==> config.mk <==
export PLATFORM = sky130hd
export DESIGN_NAME = alu_logic_reducer_flat
export DESIGN_NICKNAME = d
export VERILOG_FILES = /design/src/rtl/alu_pkg.sv /design/src/rtl/alu_logic_reducer_if.sv /design/src/rtl/alu_logic_reducer.sv /design/src/flat_wrapper.sv
export SDC_FILE = /design/constraint.sdc
export NUM_CORES = 1
export LEC_CHECK = 0
export CORE_ASPECT_RATIO = 0.8
export CORE_MARGIN = 1
export CORE_UTILIZATION = 43
export CTS_CLUSTER_SIZE = 12
export DETAILED_ROUTE_END_ITERATION = 10
export GPL_TIMING_DRIVEN = 0
export PLACE_DENSITY = 0.93
export SETUP_SLACK_MARGIN = 0.15
export SLEW_MARGIN = 20
export SYNTH_ARGS = -nofsm -noshare
export SYNTH_HDL_FRONTEND = slang
export SYNTH_SLANG_ARGS = --single-unit
==> constraint.sdc <==
create_clock -name clk -period 2.5 [get_ports clk]
set_input_delay 0.5 -clock clk [delete_from_list [all_inputs] [get_ports clk]]
set_output_delay 0.5 -clock clk [all_outputs]
set_load 0.02 [all_outputs]
==> src/rtl/alu_pkg.sv <==
// Shared types and constants for the logic-unit sequencing front-end.
//   logic_sel_e : operation select of the 32-bit logic unit
//   red_state_e : packet state of the reducer (IDLE / ACCUM)
//   ALU_WIDTH   : native operand width of the logic unit
//   logic_op    : behavioural view of the logic unit, for use beside the
//                 reducer where no gate-level unit is available
package alu_pkg;

    localparam int ALU_WIDTH = 32;

    typedef enum logic [1:0] {
        LOGIC_AND = 2'b00,
        LOGIC_OR  = 2'b01,
        LOGIC_XOR = 2'b10,
        LOGIC_NOR = 2'b11
    } logic_sel_e;

    typedef enum logic {
        IDLE  = 1'b0,
        ACCUM = 1'b1
    } red_state_e;

    function automatic logic [ALU_WIDTH-1:0] logic_op(
        input logic [ALU_WIDTH-1:0] a,
        input logic [ALU_WIDTH-1:0] b,
        input logic_sel_e           sel
    );
        logic [ALU_WIDTH-1:0] r;
        r = '0;
        case (sel)
            LOGIC_AND: r = a & b;
            LOGIC_OR:  r = a | b;
            LOGIC_XOR: r = a ^ b;
            LOGIC_NOR: r = ~(a | b);
            default:   r = '0;
        endcase
        return r;
    endfunction

endpackage

==> src/rtl/alu_logic_reducer_if.sv <==
// Bundle of all non-clock signals of alu_logic_reducer.
//   in_*   : operand beat stream (valid/ready, in_last closes a packet)
//   alu_*  : drive/capture of the combinational logic unit
//   out_*  : packet result stream (valid/ready)
// Modports:
//   slave  : the reducer itself
//   master : the environment (beat source, logic unit, result sink)
interface alu_logic_reducer_if
    import alu_pkg::*;
#(
    parameter int WIDTH = ALU_WIDTH,
    parameter int CNT_W = 8
) ();

    logic             in_valid;
    logic             in_ready;
    logic [WIDTH-1:0] in_a;
    logic [WIDTH-1:0] in_b;
    logic_sel_e       in_sel;
    logic             in_last;

    logic [WIDTH-1:0] alu_a;
    logic [WIDTH-1:0] alu_b;
    logic_sel_e       alu_sel;
    logic [WIDTH-1:0] alu_result;

    logic             out_valid;
    logic             out_ready;
    logic [WIDTH-1:0] out_result;
    logic [CNT_W-1:0] out_beats;
    logic             out_err;

    modport slave (
        input  in_valid, in_a, in_b, in_sel, in_last,
        output in_ready,
        output alu_a, alu_b, alu_sel,
        input  alu_result,
        output out_valid, out_result, out_beats, out_err,
        input  out_ready
    );

    modport master (
        output in_valid, in_a, in_b, in_sel, in_last,
        input  in_ready,
        input  alu_a, alu_b, alu_sel,
        output alu_result,
        input  out_valid, out_result, out_beats, out_err,
        output out_ready
    );

endinterface

==> src/rtl/alu_logic_reducer.sv <==
// Sequencing front-end for the combinational 32-bit logic unit.
// Accepts operand beats grouped into packets, drives the logic unit with
// (a or accumulator, b, select), and folds every beat into one result per
// packet. A one-beat packet yields a registered a-op-b.
// Ports:
//   clk   : rising-edge clock
//   rst_n : asynchronous active-low reset
//   bus   : alu_logic_reducer_if.slave (beat input, logic unit, result out)
// Parameters:
//   WIDTH : operand/result width, must match the logic unit
//   CNT_W : beat-counter width; counts saturate at 2**CNT_W-1
module alu_logic_reducer
    import alu_pkg::*;
#(
    parameter int WIDTH = ALU_WIDTH,
    parameter int CNT_W = 8
) (
    input  logic                clk,
    input  logic                rst_n,
    alu_logic_reducer_if.slave  bus
);

    red_state_e       state_q, state_d;
    logic [WIDTH-1:0] acc_q, acc_d;
    logic [CNT_W-1:0] cnt_q, cnt_d;
    logic_sel_e       sel_q, sel_d;
    logic             err_q, err_d;

    logic             out_valid_q, out_valid_d;
    logic [WIDTH-1:0] out_result_q, out_result_d;
    logic [CNT_W-1:0] out_beats_q, out_beats_d;
    logic             out_err_q, out_err_d;

    logic             in_ready;
    logic             accept;
    logic             cnt_full;

    // A new beat may enter while the previous result leaves this cycle.
    assign in_ready = !out_valid_q || bus.out_ready;
    assign accept   = bus.in_valid && in_ready;
    assign cnt_full = &cnt_q;

    // Operand mux: the first beat uses in_a/in_sel, later beats chain the
    // accumulator under the select latched at packet start.
    assign bus.alu_a   = (state_q == IDLE) ? bus.in_a   : acc_q;
    assign bus.alu_sel = (state_q == IDLE) ? bus.in_sel : sel_q;
    assign bus.alu_b   = bus.in_b;

    assign bus.in_ready   = in_ready;
    assign bus.out_valid  = out_valid_q;
    assign bus.out_result = out_result_q;
    assign bus.out_beats  = out_beats_q;
    assign bus.out_err    = out_err_q;

    always_comb begin
        state_d      = state_q;
        acc_d        = acc_q;
        cnt_d        = cnt_q;
        sel_d        = sel_q;
        err_d        = err_q;
        out_valid_d  = out_valid_q;
        out_result_d = out_result_q;
        out_beats_d  = out_beats_q;
        out_err_d    = out_err_q;

        if (accept) begin
            acc_d = bus.alu_result;
            if (state_q == IDLE) begin
                sel_d   = bus.in_sel;
                cnt_d   = CNT_W'(1);
                err_d   = 1'b0;
                state_d = bus.in_last ? IDLE : ACCUM;
            end else begin
                // Saturate the count and flag overflow; a select change
                // mid-packet is flagged but sel_q keeps driving the unit.
                cnt_d = cnt_full ? cnt_q : cnt_q + CNT_W'(1);
                err_d = err_q || cnt_full || (bus.in_sel != sel_q);
                if (bus.in_last) begin
                    state_d = IDLE;
                end
            end
        end

        // Output register runs independently of the packet state: a closing
        // beat reloads it even while the previous result is being consumed.
        if (accept && bus.in_last) begin
            out_valid_d  = 1'b1;
            out_result_d = bus.alu_result;
            out_beats_d  = cnt_d;
            out_err_d    = err_d;
        end else if (bus.out_ready) begin
            out_valid_d = 1'b0;
        end
    end

    always_ff @(posedge clk or negedge rst_n) begin
        if (!rst_n) begin
            state_q      <= IDLE;
            acc_q        <= '0;
            cnt_q        <= '0;
            sel_q        <= LOGIC_AND;
            err_q        <= 1'b0;
            out_valid_q  <= 1'b0;
            out_result_q <= '0;
            out_beats_q  <= '0;
            out_err_q    <= 1'b0;
        end else begin
            state_q      <= state_d;
            acc_q        <= acc_d;
            cnt_q        <= cnt_d;
            sel_q        <= sel_d;
            err_q        <= err_d;
            out_valid_q  <= out_valid_d;
            out_result_q <= out_result_d;
            out_beats_q  <= out_beats_d;
            out_err_q    <= out_err_d;
        end
    end

endmodule
==> src/flat_wrapper.sv <==
// flat-port wrapper written by rule: the top's interface ports become plain ports
module alu_logic_reducer_flat import alu_pkg::*;
#(
    parameter int WIDTH = ALU_WIDTH,
    parameter int CNT_W = 8
)
  (clk, rst_n, bus_in_valid, bus_in_a, bus_in_b, bus_in_sel, bus_in_last, bus_in_ready, bus_alu_a, bus_alu_b, bus_alu_sel, bus_alu_result, bus_out_valid, bus_out_result, bus_out_beats, bus_out_err, bus_out_ready);
  alu_logic_reducer_if #(.WIDTH(WIDTH), .CNT_W(CNT_W)) bus_i ();
  input  logic clk;
  input  logic rst_n;
  input wire logic [$bits(bus_i.in_valid)-1:0] bus_in_valid;
  input wire logic [$bits(bus_i.in_a)-1:0] bus_in_a;
  input wire logic [$bits(bus_i.in_b)-1:0] bus_in_b;
  input wire logic [$bits(bus_i.in_sel)-1:0] bus_in_sel;
  input wire logic [$bits(bus_i.in_last)-1:0] bus_in_last;
  output wire logic [$bits(bus_i.in_ready)-1:0] bus_in_ready;
  output wire logic [$bits(bus_i.alu_a)-1:0] bus_alu_a;
  output wire logic [$bits(bus_i.alu_b)-1:0] bus_alu_b;
  output wire logic [$bits(bus_i.alu_sel)-1:0] bus_alu_sel;
  input wire logic [$bits(bus_i.alu_result)-1:0] bus_alu_result;
  output wire logic [$bits(bus_i.out_valid)-1:0] bus_out_valid;
  output wire logic [$bits(bus_i.out_result)-1:0] bus_out_result;
  output wire logic [$bits(bus_i.out_beats)-1:0] bus_out_beats;
  output wire logic [$bits(bus_i.out_err)-1:0] bus_out_err;
  input wire logic [$bits(bus_i.out_ready)-1:0] bus_out_ready;
  assign bus_i.in_valid = bus_in_valid;
  assign bus_i.in_a = bus_in_a;
  assign bus_i.in_b = bus_in_b;
  assign bus_i.in_sel = bus_in_sel;
  assign bus_i.in_last = bus_in_last;
  assign bus_in_ready = bus_i.in_ready;
  assign bus_alu_a = bus_i.alu_a;
  assign bus_alu_b = bus_i.alu_b;
  assign bus_alu_sel = bus_i.alu_sel;
  assign bus_i.alu_result = bus_alu_result;
  assign bus_out_valid = bus_i.out_valid;
  assign bus_out_result = bus_i.out_result;
  assign bus_out_beats = bus_i.out_beats;
  assign bus_out_err = bus_i.out_err;
  assign bus_i.out_ready = bus_out_ready;
  alu_logic_reducer #(.WIDTH(WIDTH), .CNT_W(CNT_W)) u_core (.clk(clk), .rst_n(rst_n), .bus(bus_i));
endmodule
**Word-level counts from Yosys, hierarchy flattened**

Cells that the tools add are included.

- Register bits: 86
- Output and inout port bits: 109
- Logic and storage cells: 29

- Equality and inequality tests: 1
- Multiplexer cells: 10
- $add $sub $neg: 1
- Reduce and logical (&&, ||, !) cells: 8

Operators by type and width:

| operator | number |
|---|---|
| $mux W32 | 1 |
| $mux W8 | 3 |
| $add A8 B1 Y8 const B | 1 |
| $reduce_and A8 Y1 | 1 |
| $mux W1 | 5 |
| $logic_or A1 B1 Y1 | 3 |
| $logic_and A1 B1 Y1 | 2 |
| $mux W2 | 1 |
| $ne A2 B2 Y1 | 1 |
| $reduce_bool A2 Y1 | 1 |
| $logic_not A1 Y1 | 1 |

**Depth between registers and ports, before layout**

Gate-level depths: netlist of run 1.

- Depth in word-level cells: 5
- Gate-level depth with buffers: 7
- Depth with buffers taken out: 5

**Worst setup path before layout of run 1**

OpenSTA, ideal clock, no wires.

- Path type: flip-flop to flip-flop
- Start point: reg u_core.cnt_q[0]
- End point: reg u_core.cnt_q[6]
- Setup slack: 857 ps
- Data required time: 2,382 ps
- Period minus slack after synthesis: 1,643 ps
- Arrival time: 1,525 ps
- Stages on the path, launching flop included: 6
- Cells stage by stage: dfrtp_1 -> ha_1 -> nand3_4 -> or4b_4 -> a21oi_2 -> nor2_1

- Cells in the longest elaborated chain, start to end: 4

RTL lines:

| element | line | text |
|---|---|---|
| start, declared | alu_logic_reducer.sv:25 | `logic [CNT_W-1:0] cnt_q, cnt_d;` |
| start signal, assigned | alu_logic_reducer.sv:110 | `cnt_q <= cnt_d;` |
| $add A8 B1 Y8 or $reduce_and A8 Y1 (tied branches) | alu_logic_reducer.sv:76, alu_logic_reducer.sv:41 |  |
| $mux W8 * | alu_logic_reducer.sv:76 | `cnt_d = cnt_full ? cnt_q : cnt_q + CNT_W'(1);` |
| $mux W8 * | alu_logic_reducer.sv:68 | `if (state_q == IDLE) begin` |
| $mux W8 * | alu_logic_reducer.sv:66 | `if (accept) begin` |
| named net u_core.cnt_d[6] | alu_logic_reducer.sv:25 |  |

Mark *: on every way through the listed nets, which the timed path passes. The rest lies on a longest branch.
A chain may end at the register's enable or synchronous reset.

**Worst setup path after layout of run 1**

- Start point: in bus_in_sel[1]
- End point: out bus_alu_sel[1]

- Cells in the longest elaborated chain, start to end: 1

RTL lines:

| element | line | text |
|---|---|---|
| start, declared | flat_wrapper.sv:14 | `input wire logic [$bits(bus_i.in_sel)-1:0] bus_in_sel;` |
| $mux W2 | alu_logic_reducer.sv:46 | `assign bus.alu_sel = (state_q == IDLE) ? bus.in_sel : sel_q;` |
| end, declared | flat_wrapper.sv:19 | `output wire logic [$bits(bus_i.alu_sel)-1:0] bus_alu_sel;` |

No other way between the ends.

==> flow_summary.ini, run 1 <==
[sta]
fin_crit_sh_pct = 91.3
layout_min_cycle_time_ns = 2.28
worst_pin_slew_ns = 0.557
worst_slack_ns = 0.217
maxSlewHeadroom_pct = 62.9
setup_viol = 0
maxSlewViolCount = 0
clock_skew_ns = 0.00438
timing.final.hold_violations = 0
clock.fmax_mhz = 438
rsz0062_at_grt = false
timing.setup.tns_ns = 0

[synthesis]
syn_nets = 564
yosysSeqAreaShare_pct = 51.9
synth.avg_cell_area_sq_um = 9.02
ys_types = 35
synth_edf_count = 0
postSynthCellCount = 460
ys_seq_elements = 86
synthTopCellsByArea = dfrtp_1, nand2_1, mux2_2
synth_ff_type = dfrtp_1
async_flop_share_pct = 100
ys_warn_count = 0
syn_area_sq_um = 4150
yosys.area.top_type = dfrtp_1
synth.top_cell.area_share_pct = 51.9

[floorplanning]
die_area_sq_um = 10000
start_util_pct = 45.1
die_h_um = 89.9
die_w_um = 112
rows = 31
pin_count = 212
core-area_sq_um = 9190

[placed_design]
port_buffers = 179
dpl.hpwl_um = 9280
dp.cells = 755
dp_slack_ns = 0.143
gp_congestion = 0.897

[layout]
syn_to_final_growth_pct = 54.3
layout_commonest_cell = nand2_1
nNetsFinal = 755
utilization_pct = 69.6
layout_common_cells = nand2_1, clkdlybuf4s50_1, dfrtp_1
drive_gt1_share_pct = 16.2
fill_cells = 717
fin_cells = 771
antenna_cells = 0

[clocking]
hold_buffers = 0
post_cts_buffers = 0
cts_inserted_buffers = 9
cts_max_level = 3
worstSkewPairLatency_ns = 0.33
clock-root-buffer = clkbuf_16
numClockSinks = 86
path_clk_slew_ns = 0.06
max-clock-path-buffers = 2
cts_tree = built

[critical_path]
path_cells = clkdlybuf4s50_1 -> mux2_2 -> clkdlybuf4s50_1
end_kind = primary output
crit_slowest_cell = clkdlybuf4s50_1
worstPathMaxFanout = 2
crit_type = input pin to primary output
cp_data_required_time_ns = 2.00
cp.arrival_ns = 1.78
cpPeakStageDelay_ns = 0.60
cpMostUsedCell = clkdlybuf4s50_1
crit_path_start_kind = input pin
reg2reg_depth = 5

[power_and_ir_drop]
total_power_uw = 4620
ir_drop_mv = 0.442
leakage_uw = 0.00309
power_density_nw_per_um2 = 722

[detailed_routing]
drtIter0Drc = 168
wl_per_cell_um = 15.7
vias = 3863
drt_pass1_iterations = 9
route.detailed.drc = 14
wl_um = 12100
antenna_left = 0
via_per_inst = 5.01

[global_routing]
grt_first_pass_wirelength_um = 19400
grt_max_degree = 47
grt_pass1_vias = 3938
overflow = 0
antenna_found_initial = 0
grt_usage_pct = 24.3

[flow_run]
drv_cap = 0

[outcome]
violations = design-rule violations
status = complete, but fails checks

[min_path]
hold_class = input pin to async pin
[cells in the mapped netlist (2+ instances only)]
master / instances
a21oi_1: 15
a22o_1: 2
and2_1: 3
and3_1: 2
buf_1: 5
buf_2: 14
buf_4: 32
clkbuf_1: 3
dfrtp_1: 86
inv_1: 2
mux2_2: 36
nand2_1: 206
nand3_1: 6
nand4_1: 2
nor2_1: 13
o211ai_1: 2
o21ai_0: 10
o31ai_1: 2
xnor2_1: 3
[worst paths after layout]
kind                       slack, ns                    start                         to
min reg2reg                     0.48  u_core.bus.out_beats[7]    u_core.bus.out_beats[7]
min in group clk                0.48  u_core.bus.out_beats[7]    u_core.bus.out_beats[7]
max reg2reg                     0.68          u_core.cnt_q[0]            u_core.cnt_q[6]
min                             0.17                    rst_n  u_core.bus.out_result[19]
max in group asynchronous       1.73                    rst_n           u_core.acc_q[22]
max                             0.22            bus_in_sel[1]             bus_alu_sel[1]
[flip-flops by register name, indices dropped and copies added, names as in the netlist]
register,cells
u_core.state_q,1
u_core.sel_q,2
u_core.bus.out_valid,1
u_core.cnt_q,8
u_core.bus.out_beats,8
u_core.bus.out_result,32
u_core.bus.out_err,1
u_core.err_q,1
u_core.acc_q,32
[critical path: cells and delay by family]
family / cells / cell delay [ns]
buffers and inverters: 2 / 1.11
muxes: 1 / 0.18
[where the power goes]
part           internal [uW]  switching (uW)  leakage (uW)
registers               1610             177       0.00107
logic                    718             762       0.00188
clock network            806             546      0.000141
total                   3140            1480       0.00309
[cells by family (layout without fill, tap and decap cells)]
logic type | count (synthesis) | after routing | share of synthesized area [%]
compound gates | 37 | 37 | 5.43
buf+inv | 56 | 252 | 8.38
simple gates | 240 | 240 | 23.4
mux | 37 | 37 | 10.0
xor+xnor | 3 | 3 | 0.633
flops | 86 | 86 | 51.9
fa+ha+maj | 1 | 1 | 0.302
[final cells by class]
class	count	area, sq um	share of cell area (%)
Timing Repair Buffer	180	1790	27.9
Inverter	2	7.51	0.117
Buffer	54	354	5.53
Clock inverter	6	70.1	1.09
Tap cell	115	144	2.25
Clock buffer	10	239	3.73
Sequential cell	86	2150	33.6
Multi-Input combinational cell	318	1650	25.8
[per-stage QoR]
| stage | cell area (sq um) | hold slack [ns] |
|---|---|---|
| after CTS | 6400 | 0.178 |
| after global placement | 6080 | 0.453 |
| after global routing | 6400 | 0.199 |
| final | 6400 | 0.167 |
| after detailed placement | 6110 | 0.463 |
| after floorplan | 4150 | 0.204 |
[timing repair]
action	in CTS	in global routing
hold endpoints to repair	0	0
resized for setup	34	2
setup endpoints to repair	31	2
[metal layers]
metal | up-vias | track usage (%) | part of all wire (%)
met2 | 177 | 44.3 | 52
met5 | - | 0 | 0
met4 | 0 | 5.29 | 0.73
li1 | 1831 | - | -
met3 | 11 | 5.73 | 7.9
met1 | 1844 | 29.1 | 39
Power figures use the tool's default switching activity.
==> run 2: changes to the inputs <==
ABC_CLOCK_PERIOD_IN_PS = 2500   (was default)
==> results of run 2 <==
The final DEF is identical to that of run 1; final timing and power are the same.
==> run 3: changes to the inputs <==
GPL_ROUTABILITY_DRIVEN = 0   (was default)
SETUP_SLACK_MARGIN = 0.5   (was 0.15)
==> run 3 against run 2 <==
The run still ends with design-rule violations left. Global-route usage up 0.40 points. Highest routed layer unchanged. Non-clock buffer count up 6. Cell count up 0.78%. Sequential power about the same.
==> flow_summary.ini, run 3 (synthesis results as in run 1) <==
[outcome]
status = complete, but fails checks
violations = design-rule violations

[sta]
fin_crit_sh_pct = 80.7
setup_viol = 0
worst_pin_slew_ns = 0.568
maxSlewHeadroom_pct = 62.2
rsz0062_at_grt = true
clock_skew_ns = 0.00381
maxSlewViolCount = 0
layout_min_cycle_time_ns = 2.02
timing.final.hold_violations = 0
clock.fmax_mhz = 495

[detailed_routing]
wl_um = 12600
vias = 3891
drt_pass1_iterations = 7
drtIter0Drc = 206
route.detailed.drc = 16
antenna_left = 0
via_per_inst = 5.01
wl_per_cell_um = 16.2

[power_and_ir_drop]
leakage_uw = 0.00310
total_power_uw = 4660
power_density_nw_per_um2 = 729
ir_drop_mv = 0.443

[critical_path]
crit_type = flop to primary output
cp.arrival_ns = 1.52
rrSetupSlack_ns = 0.68
worstPathMaxFanout = 9
cp_data_required_time_ns = 2.00
crit_path_start_kind = flop
end_kind = primary output

[clocking]
hold_buffers = 0
cts_inserted_buffers = 9
worstSkewPairLatency_ns = 0.33
cts_max_level = 3
path_clk_slew_ns = 0.06
numClockSinks = 86
cts_tree = built
max-clock-path-buffers = 2
clock-root-buffer = clkbuf_16

[placed_design]
dpl.hpwl_um = 9280
port_buffers = 179
dp.cells = 755

[min_path]
hold_class = input pin to async pin

[layout]
fin_cells = 777
syn_to_final_growth_pct = 54.1
layout_common_cells = nand2_1, clkdlybuf4s50_1, dfrtp_1
nNetsFinal = 761
antenna_cells = 0
layout_commonest_cell = nand2_1
utilization_pct = 69.6
drive_gt1_share_pct = 22.2

[floorplanning]
die_w_um = 112
die_area_sq_um = 10000
rows = 31
pin_count = 212
core-area_sq_um = 9190
start_util_pct = 45.1
die_h_um = 89.9

[global_routing]
grt_max_degree = 47
grt_pass1_vias = 3940
grt_first_pass_wirelength_um = 19600
grt_usage_pct = 24.7
antenna_found_initial = 0
overflow = 0

[flow_run]
drv_cap = 0
run 3: cell count changes in the layout (fill, tap and decap cells not counted), sizes merged:
cell,change
dlymetal6s2s,-2
clkbuf,+3
dlygate4sd2,-29
buf,+38
clkdlybuf4s50,-4
run 3: layer usage:
layer / vias to the layer above / GRT usage, % / wire length, um
met5: - / 0 / 0
met4: 0 / 4.95 / 73
met3: 10 / 5.53 / 832
met2: 161 / 45.6 / 6570
met1: 1868 / 29.5 / 5120
li1: 1852 / - / -
run 3: through the flow:
stage | TNS (ns) | worst slack, ns | hold slack (ns) | cell area [sq um]
floorplan | 0 | 0.857 | 0.204 | 4150
global placement | -170.70 | -1.99 | 0.453 | 6080
detailed placement | 0 | 0.143 | 0.463 | 6110
CTS | 0 | 0.405 | 0.178 | 6450
global route | 0 | 0.440 | 0.199 | 6390
finish | 0 | 0.481 | 0.171 | 6390
run 3: final timing paths:
kind / startpoint / endpoint / cells past startpoint
worst max-delay path: u_core.state_q / bus_alu_a[25] / 4
worst min-delay path: rst_n / u_core.bus.out_result[19] / 1
worst max register to register: u_core.cnt_q[0] / u_core.cnt_q[6] / 5
worst min register to register: u_core.bus.out_beats[7] / u_core.bus.out_beats[7] / 2
max in group asynchronous: rst_n / u_core.bus.out_result[29] / 2
min in group clk: u_core.bus.out_beats[7] / u_core.bus.out_beats[7] / 2
run 3: power breakdown:
part	internal, uW	switching [uW]
clock network	807	550
logic	729	783
registers	1610	178
total	3150	1510
run 3: layout make-up:
cell class,count,area [sq um]
flip-flops and latches,86,2150
clock buffers,10,239
clock inverters,6,70.1
inverters,2,7.51
plain buffers,54,393
multi-input cells,318,1650
fillers,730,2800
repair buffers,186,1740
well taps,115,144
run 3: timing repair:
action / CTS / global route
endpoints found under the setup margin: 35 / 30
buffers inserted: 3 / 0
cloned: 0 / 3
gates resized for setup: 128 / 28
run 3: worst max-delay path, cell delays in order, from the launching register on:
cell       delay [ns]
dfrtp_1          0.37
buf_12           0.16
clkbuf_16        0.17
mux2_2           0.33
buf_2            0.16
